<file path="src/rtl/seven_seg_scan_driver_if.sv">
// Bundle between the display value source and the seven-segment scan driver.
// master: value source / top level side; slave: the scan driver itself.
interface seven_seg_scan_driver_if;
  logic [15:0] value_in;
  logic        load;
  logic        disp_en;
  logic [1:0]  digit_sel;
  logic [3:0]  nibble;
  logic        blank;
  logic        frame_tick;
  logic        load_ack;

  modport master (
    output value_in, load, disp_en,
    input  digit_sel, nibble, blank, frame_tick, load_ack
  );

  modport slave (
    input  value_in, load, disp_en,
    output digit_sel, nibble, blank, frame_tick, load_ack
  );
endinterface

</file>
<file path="src/rtl/seven_seg_scan_driver.sv">
// Four-digit time-multiplexed scanner feeding the seven-segment decoder; loads land only at frame boundaries.
// Optional build macro SCAN_LZ_SUPPRESS_EN enables leading-zero blanking on digits 0..2.
module seven_seg_scan_driver #(
  parameter int PRESCALE = 100000
) (
  input  logic                     clk,
  input  logic                     rst,
  seven_seg_scan_driver_if.slave   bus
);
  localparam int            PW        = (PRESCALE > 1) ? $clog2(PRESCALE) : 1;
  localparam logic [PW-1:0] PCNT_LAST = PW'(PRESCALE - 1);

  logic [PW-1:0] pcnt_reg, pcnt_next;
  logic [1:0]    sel_reg, sel_next;
  logic [15:0]   shown_reg, shown_next;
  logic [15:0]   pending_reg, pending_next;
  logic          pend_valid_reg, pend_valid_next;
  logic [3:0]    nibble_reg, nibble_next;
  logic          blank_reg, blank_next;
  logic          tick_reg, ack_reg;
  logic          tc, fb, apply;
  logic [3:0]    digit_arr [4];
  logic [3:0]    lz_mask;

  assign tc    = (pcnt_reg == PCNT_LAST);
  assign fb    = tc && (sel_reg == 2'd3);
  assign apply = fb && (bus.load || pend_valid_reg);

  always_comb begin
    pcnt_next       = tc ? '0 : pcnt_reg + PW'(1);
    sel_next        = tc ? sel_reg + 2'd1 : sel_reg;
    shown_next      = shown_reg;
    pending_next    = pending_reg;
    pend_valid_next = pend_valid_reg;
    if (fb) begin
      // A load landing on the boundary itself goes straight to the display.
      if (bus.load)
        shown_next = bus.value_in;
      else if (pend_valid_reg)
        shown_next = pending_reg;
      pend_valid_next = 1'b0;
    end else if (bus.load) begin
      pending_next    = bus.value_in;
      pend_valid_next = 1'b1;
    end
  end

  // Nibble and blank look ahead at the value/digit that become current on this edge.
  genvar gi;
  generate
    for (gi = 0; gi < 4; gi++) begin : g_digit
      assign digit_arr[gi] = shown_next[15-4*gi -: 4];
`ifdef SCAN_LZ_SUPPRESS_EN
      if (gi < 3) begin : g_lz
        assign lz_mask[gi] = ~|shown_next[15 -: 4*(gi+1)];
      end else begin : g_keep
        assign lz_mask[gi] = 1'b0;
      end
`else
      assign lz_mask[gi] = 1'b0;
`endif
    end
  endgenerate

  always_comb begin
    nibble_next = digit_arr[sel_next];
    blank_next  = ~bus.disp_en | lz_mask[sel_next];
  end

  always_ff @(posedge clk or posedge rst) begin
    if (rst) begin
      pcnt_reg       <= '0;
      sel_reg        <= 2'd0;
      shown_reg      <= 16'h0000;
      pending_reg    <= 16'h0000;
      pend_valid_reg <= 1'b0;
      nibble_reg     <= 4'h0;
      blank_reg      <= 1'b1;
      tick_reg       <= 1'b0;
      ack_reg        <= 1'b0;
    end else begin
      pcnt_reg       <= pcnt_next;
      sel_reg        <= sel_next;
      shown_reg      <= shown_next;
      pending_reg    <= pending_next;
      pend_valid_reg <= pend_valid_next;
      nibble_reg     <= nibble_next;
      blank_reg      <= blank_next;
      tick_reg       <= fb;
      ack_reg        <= apply;
    end
  end

  assign bus.digit_sel  = sel_reg;
  assign bus.nibble     = nibble_reg;
  assign bus.blank      = blank_reg;
  assign bus.frame_tick = tick_reg;
  assign bus.load_ack   = ack_reg;
endmodule

</file>
<file path="src/flat_wrapper.sv">
// flat-port wrapper written by rule: the top's interface ports become plain ports
module seven_seg_scan_driver_flat 
#(
  parameter int PRESCALE = 100000
)
  (clk, rst, bus_value_in, bus_load, bus_disp_en, bus_digit_sel, bus_nibble, bus_blank, bus_frame_tick, bus_load_ack);
  seven_seg_scan_driver_if bus_i ();
  input  logic clk;
  input  logic rst;
  input wire logic [$bits(bus_i.value_in)-1:0] bus_value_in;
  input wire logic [$bits(bus_i.load)-1:0] bus_load;
  input wire logic [$bits(bus_i.disp_en)-1:0] bus_disp_en;
  output wire logic [$bits(bus_i.digit_sel)-1:0] bus_digit_sel;
  output wire logic [$bits(bus_i.nibble)-1:0] bus_nibble;
  output wire logic [$bits(bus_i.blank)-1:0] bus_blank;
  output wire logic [$bits(bus_i.frame_tick)-1:0] bus_frame_tick;
  output wire logic [$bits(bus_i.load_ack)-1:0] bus_load_ack;
  assign bus_i.value_in = bus_value_in;
  assign bus_i.load = bus_load;
  assign bus_i.disp_en = bus_disp_en;
  assign bus_digit_sel = bus_i.digit_sel;
  assign bus_nibble = bus_i.nibble;
  assign bus_blank = bus_i.blank;
  assign bus_frame_tick = bus_i.frame_tick;
  assign bus_load_ack = bus_i.load_ack;
  seven_seg_scan_driver #(.PRESCALE(PRESCALE)) u_core (.clk(clk), .rst(rst), .bus(bus_i));
endmodule
</file>
<file path="config.mk">
export PLATFORM = sky130hd
export DESIGN_NAME = seven_seg_scan_driver_flat
export DESIGN_NICKNAME = d
export VERILOG_FILES = /design/src/rtl/seven_seg_scan_driver_if.sv /design/src/rtl/seven_seg_scan_driver.sv /design/src/flat_wrapper.sv
export SDC_FILE = /design/constraint.sdc
export NUM_CORES = 1
export LEC_CHECK = 0
export CAP_MARGIN = 10
export CORE_MARGIN = 2
export CORE_UTILIZATION = 35
export DETAILED_ROUTE_END_ITERATION = 10
export SYNTH_ARGS = -nofsm -noshare
export SYNTH_HDL_FRONTEND = slang
export SYNTH_SLANG_ARGS = --single-unit
</file>
<file path="constraint.sdc">
create_clock -name clk -period 4 [get_ports clk]
set_input_delay 1.2 -clock clk [delete_from_list [all_inputs] [get_ports clk]]
set_output_delay 1.2 -clock clk [all_outputs]
set_load 0.02 [all_outputs]
</file>
After elaboration in Yosys (flattened, before gate mapping)
Cells that the tools add are included.

word-level totals
  word-level logic and storage cells = 36
  bits in latches = 0
  output and inout bits = 9
  memories = 0
  input port bits = 20
  bits in writable memories = 0
  register bits = 59
  memory bits (read-only) = 0

operators by class
  $add $sub $neg = 2
  reductions and logical operators = 5
  shifts and indexed selects = 0
  multiply operators = 0
  eq/ne operators = 2
  bitwise operators = 4
  divide/modulo/power cells = 0
  mux-type cells = 12
  magnitude comparators = 2

operators by type and width
  operator                                             number
  two-way mux 16 bit                                   3
  adder 17 x 1 -> 17 bit (second input constant)       1
  equality test 17 bit (second input constant)         1
  two-way mux 17 bit                                   1
  binary-select mux 4 bit (select 2 bit)               1
  two-way mux 4 bit                                    2
  >= comparator 3 bit (second input constant)          1
  < comparator 2 x 3 -> 1 bit (second input constant)  1
  two-way mux 1 bit                                    3
  NOT 2 -> 3 bit                                       1
  adder 2 x 1 -> 2 bit (second input constant)         1
  binary-select mux 1 bit (select 2 bit)               1
  equality test 2 bit (second input constant)          1
  logical AND 1 bit                                    2
  two-way mux 2 bit                                    1
  NOT 1 bit                                            2
  AND reduction 2 bit                                  1
  nonzero test 2 bit                                   1
  logical OR 1 bit                                     1
  OR 1 bit                                             1

Longest topological paths before layout
Gate-level depths: netlist (run 1).

  depth in word-level cells = 6
  depth in mapped cells = 9
  gate-level depth less buffers = 7

Least setup slack after synthesis (run 1)
Ideal clock, no wire load.

  path type = input-to-reg
  start = input port bus_load
  end = register u_core.nibble_reg[2] (netlist: u_core.bus.nibble[2])
  stages on the path = 6
  path buffers = 1
  library setup time = 120 ps
  data arrival time = 2,432 ps
  slack = 1,448 ps
  cell sequence = clkbuf_1 > nor2_1 > a32o_1 > a221o_1 > o22a_1 > o211a_1

RTL lines
  element               RTL line                     source
  from (decl)           flat_wrapper.sv:11           input wire logic [$bits(bus_i.load)-1:0] bus_load;
  to (signal assigned)  seven_seg_scan_driver.sv:87  nibble_reg <= nibble_next;
  to (decl)             seven_seg_scan_driver.sv:18  logic [3:0] nibble_reg, nibble_next;

==> out/metrics.yaml, run 1 <==
vias_per_cell: 5.433
hold_buffers: 0
status: "finished, final reports clean"
drt_iter0_drc: 116
synth_ff_type: "dfrtp_1"
die_area_mm2: 0.008505
num_rows: 32
ys_seq_area_share_pct: 54.25
die_h_um: 92.22
grt_pass1_vias: 1960
grt_pass1_wl_mm: 9.666
netlist_instances: 230
first_pass_iters: 4
vias: 1994
whs_path_depth: 1
cts_setup_buffers: 0
syn_to_final_growth_pct: 21.91
place_area_mm2: 0.003079
largest_reg_flops: 17
drt-total-wl_mm: 5.826
max_slew_margin_pct: 48.91
yosys.cell_types.count: 38
wire_per_inst_um: 15.87
cp.required_ps: 4220
coreArea_mm2: 0.007647
grt-ovfl-total: 0
yosysMostFrequentCell: "dfrtp_1"
fillers: 714
crit_fanout: 13
clock_sinks: 59
rsz0062_at_grt: "no"
design_area_mm2: 0.003321
syn_area_per_cell_um2: 11.84
finalSetupTns_ps: 0
slew_violations: 0
postRouteAntennaNets: 0
root_buffer: "clkbuf_8"
peakVddDrop_v: 0.0001943
drive_gt1_share_pct: 17.74
yosys_warnings: 0
drv_cap: 0
grt_max_degree: 35
cp-start-kind: "input pin"
initial_utilization_pct: 35.62
cellPowerDensity_mw_per_mm2: 407.1
setup_viol: 0
cts_tree: "built"
place_hpwl_mm: 3.926
synth_edf_count: 0
cp-end-kind: "flop"
final_net_count: 282
cts_resized: 0
place.gp.congestion: 0.7920
hold_viol: 0
period_needed_ps: 3067
fmax_ghz: 0.3260
synth_area_mm2: 0.002724
clkTransAtPathRegs_ps: 60
synth_area_leaders: "dfrtp_1 53%, mux2_2 7.0%, a221o_1 3.3%"
critical_path_class: "input pin to flop"
critical_path_arrival_ps: 3290
yosysTopAreaCellShare_pct: 53.28
synthArstFlopShare_pct: 100.0
clock_latency_ps: 330
track_usage_pct: 14.58
finalCoreUtilization_pct: 43.42
antenna_found_initial: 0
hold_class: "flop to flop"
drcViolationCount: 0
ff2ff_path_depth: 6
cts_buffer_depth: 2
tightest_slew_ps: 764.5
ios: 29
portBuffers: 28
yosys-top-cells-count: "58 x dfrtp_1, 24 x nor2_1, 17 x mux2_2, 12 x and2_1"
synth-seq-cells: 59
fp.dieW_um: 92.22
yosysTopAreaCell: "dfrtp_1"
n_antenna_cell: 0
htreeDepth: 3
cts_made_buffers: 9
finalClockSkew_ps: 9.401
synth.net_count: 252
p_leak_nw: 1.447
power.total_w: 0.001352
layout_worst_path_cycle_share_pct: 76.68
-- where the power goes --
group	internal [W]	switching, W
clock network	0.000429	0.000232
logic	0.0000380	0.0000320
registers	0.000614	0.00000749
-- logic make-up after synthesis --
logic type,after synthesis,synth area share [%]
AOI/OAI and AO/OA,44,13.83
buffers and inverters,15,3.031
and+or+nand+nor,79,16.45
DFF,59,54.25
adders and majority gates,2,0.9185
muxes,17,7.028
xor gates and xnor gates,14,4.502
-- metal layers --
layer	vias up	GRT usage (%)	wire [µm]
met5	-	0	0
met4	0	3.856	68
met3	9	5.341	336
met2	58	24.08	2954
met1	1004	18.08	2466
li1	923	-	-
-- worst paths after layout --
path	from	endpoint	slack [ps]
worst max-delay path	bus_load	u_core.bus.nibble[2]	930
worst min-delay path	u_core.pcnt_reg[0]	u_core.pcnt_reg[0]	490
worst max register to register	u_core.pcnt_reg[0]	u_core.pending_reg[6]	1100
worst min register to register	u_core.pcnt_reg[0]	u_core.pcnt_reg[0]	490
max in group asynchronous	rst	u_core.pending_reg[15]	1990
min in group asynchronous	rst	u_core.shown_reg[3]	1300
-- cells in the final DEF, fill, tap and decap left out, drive strengths merged, types with 7 or more instances in the layout --
cell / instances
and2: 12
clkbuf: 11
o22ai: 7
nor2: 24
nand2: 8
mux2: 17
nand3: 9
a221o: 9
xnor2: 9
a32o: 9
clkdlybuf4s50: 28
dfrtp: 58
-- cell type report --
cell class	instances	area, µm²	share of cell area, %
clock buffer	11	141.4	4.258
multi-input combinational	156	1164	35.04
timing repair buffer	30	295.3	8.892
inverter	4	15.01	0.4521
tap	102	127.6	3.843
clock inverter	5	100.1	3.014
sequential	59	1478	44.50
-- per-stage QoR --
stage	worst slack, ps	hold slack, ps	instances
2_1_floorplan	1345	455.0	230
3_3_place_gp	639.7	476.6	351
3_5_place_dp	579.6	485.1	351
4_1_cts	932.4	493.6	367
5_1_grt	837.9	507.8	367
6_report	932.7	489.3	367
-- worst max-delay path, stage by stage --
cell             delay [ps]
clkdlybuf4s50_1         750
nor2b_1                 260
and2_1                  220
a32o_1                  240
a221o_1                 270
o22a_1                  210
o211a_1                 120
Note: power is estimated with default switching activity, not from simulation.
==> run 2, diff against run 1 <==
==> constraint.sdc (replaced) <==
create_clock -name clk -period 2.8 [get_ports clk]
set_input_delay 0.84 -clock clk [delete_from_list [all_inputs] [get_ports clk]]
set_output_delay 0.84 -clock clk [all_outputs]
set_load 0.02 [all_outputs]
==> run 2 against run 1 <==
Effect of this change: global-route usage rose by 0.44 points; critical path depth did not move; wire length rose by 0.81%; first-iteration DRC count rose by 41%; cell count rose by 1.9%; hold slack got worse by 7.8 ps; worst setup slack got worse by 550 ps; register-to-register slack got worse by 710 ps; clock power fell by 2%; via count fell by 4.6%; die area did not move; critical endpoint is now u_core.bus.nibble[0].
==> out/metrics.yaml, run 2 (synthesis results as in run 1) <==
finalSetupTns_ps: 0  # unchanged
largest_reg_flops: 17  # unchanged
cellPowerDensity_mw_per_mm2: 496.3  # +22%
final_common_cell: "dfrtp_1"
timing.rr.end: "u_core.bus.nibble[0]"
drt-total-wl_mm: 5.873  # +0.81%
fillers: 726  # +1.7%
drive_gt1_share_pct: 19.85  # +2.1 points
cts_made_buffers: 9  # unchanged
wire_per_inst_um: 15.70  # -1.1%
antenna_found_initial: 0  # unchanged
setup_viol: 0  # unchanged
track_usage_pct: 15.01  # +0.44 points
grt-ovfl-total: 0  # unchanged
multi_input_area_mm2: 0.001164  # unchanged
first_pass_iters: 4  # unchanged
finalClockSkew_ps: 9.612  # +0.2108 ps
htreeDepth: 3  # unchanged
cp.required_ps: 3020  # -1200 ps
clock_latency_ps: 330  # about the same
grt_max_degree: 60  # +71%
tightest_slew_ps: 565.2  # -199.4 ps
hold_start: "u_core.pcnt_reg[0]"
crit_chain: "ha_1 > and4_4 > and4_1 > mux2_2 > or2_2 > o22ai_1 > nor2_1"
vias_per_cell: 5.088  # -6.3%
drv_cap: 0  # unchanged
max_slew_margin_pct: 62.32  # +13 points
layout_common_cells: "58 x dfrtp_1, 28 x clkdlybuf4s50_1, 24 x nor2_1"
n_antenna_cell: 0  # unchanged
final_net_count: 289  # +2.5%
crit_family: "simple AND/OR/NAND/NOR gates"
place_area_mm2: 0.003144  # +2.1%
crit_fanout: 6  # -7
rrSetupSlack_ps: 390  # -710 ps
critical_path_class: "flop to flop"
cp_num_buf_inv: 0  # -1
critical_path_arrival_ps: 2630  # -660 ps
root_buffer: "clkbuf_8"
clock_sinks: 59  # unchanged
fmax_ghz: 0.4142
peakVddDrop_v: 0.0002589  # +33%
hold_viol: 0  # unchanged
period_needed_ps: 2414
drcViolationCount: 0  # unchanged
r2r_start: "u_core.pcnt_reg[0]"
clkTransAtPathRegs_ps: 70  # about the same
slowest_stage: "mux2_2"
layout_worst_path_cycle_share_pct: 86.23
grt_pass1_wl_mm: 9.832  # +1.7%
rsz0062_at_grt: "no"
p_leak_nw: 1.449  # +0.17%
fp.dieW_um: 92.22  # unchanged
cts_buffer_depth: 2  # unchanged
num_rows: 32  # unchanged
cp-start-kind: "flop"
grt_pass1_vias: 1958  # -0.10%
cp-startpoint: "u_core.pcnt_reg[0]"
slew_violations: 0  # unchanged
cts_resized: 0  # unchanged
ff2ff_path_depth: 7  # +1
die_h_um: 92.22  # unchanged
place.gp.congestion: 0.7685  # -3.0%
ios: 29  # unchanged
ff_latch_area_mm2: 0.001478  # unchanged
cts_setup_buffers: 0  # unchanged
postRouteAntennaNets: 0  # unchanged
cts_tree: "built"
whs_path_depth: 1  # unchanged
coreArea_mm2: 0.007647  # unchanged
drt_iter0_drc: 163  # +41%
critPathMaxStageDelay_ps: 410  # -340 ps
status: "finished, final reports clean"
place_hpwl_mm: 3.971  # +1.1%
die_area_mm2: 0.008505  # unchanged
design_area_mm2: 0.003304  # -0.49%
hold_end: "u_core.pcnt_reg[0]"
hold_buffers: 0  # unchanged
hold_class: "flop to flop"
vias: 1903  # -4.6%
cp-end-kind: "flop"
syn_to_final_growth_pct: 21.31
initial_utilization_pct: 35.62  # unchanged
portBuffers: 28  # unchanged
-- run 2: changes by cell type in the layout (fill, tap and decap cells not counted), sizes merged --
cell      delta
clkinvlp     +1
buf          +7
bufinv       -3
clkbuf       -1
clkinv       +3
-- run 2: power breakdown --
group / switching [W] / leakage (nW) / internal [W]
combinational: 0.0000462 / 0.599 / 0.0000597
sequential: 0.0000110 / 0.765 / 0.000877
clock: 0.000334 / 0.0856 / 0.000313
-- run 2: worst max path at each step --
stage	end	slack, ps	cells after the start
2_1_floorplan	u_core.bus.digit_sel[0]	510	1
3_3_place_gp	u_core.bus.nibble[2]	150	7
5_1_grt	u_core.pending_reg[6]	280	7
6_report	u_core.bus.nibble[0]	390	7
3_5_place_dp	u_core.bus.nibble[2]	130	7
4_1_cts	u_core.bus.nibble[0]	390	7
-- run 2: cell type report --
class                      instances  area share, %
tap                              102          3.862
timing repair buffer              37          10.90
sequential                        59          44.72
multi-input combinational        156          35.21
clock inverter                     6         0.9845
clock buffer                      10          3.862
inverter                           4         0.4544
-- run 2: layer usage --
layer	global-route usage (%)	part of all wire, %	up-vias
met5	0	0	-
met4	4.851	0.65	0
met3	5.423	4.3	4
met2	23.53	48	32
met1	19.38	47	938
li1	-	-	929
-- run 2: metrics by stage --
| stage | hold WS, ps | power, W | setup slack, ps | util [%] | std cells |
|---|---|---|---|---|---|
| 2_1_floorplan | 455.0 | 0.0009550 | 505.3 | - | 230 |
| 3_3_place_gp | 473.2 | 0.001011 | 153.4 | 41.12 | 358 |
| 3_5_place_dp | 476.1 | 0.001012 | 127.4 | 41.12 | 358 |
| 4_1_cts | 484.9 | 0.001672 | 387.7 | 43.21 | 374 |
| 5_1_grt | 507.8 | 0.001721 | 283.2 | 43.21 | 374 |
| 6_report | 481.6 | 0.001640 | 385.6 | 43.21 | 374 |
-- run 2: worst register-to-register path: cells and delay by family, from the launching register on --
family / cells / cell delay (ps)
and+or+nand+nor: 4 / 1040
muxes: 1 / 420
DFF: 1 / 380
AOI/OAI and AO/OA: 1 / 250
adders and majority gates: 1 / 220
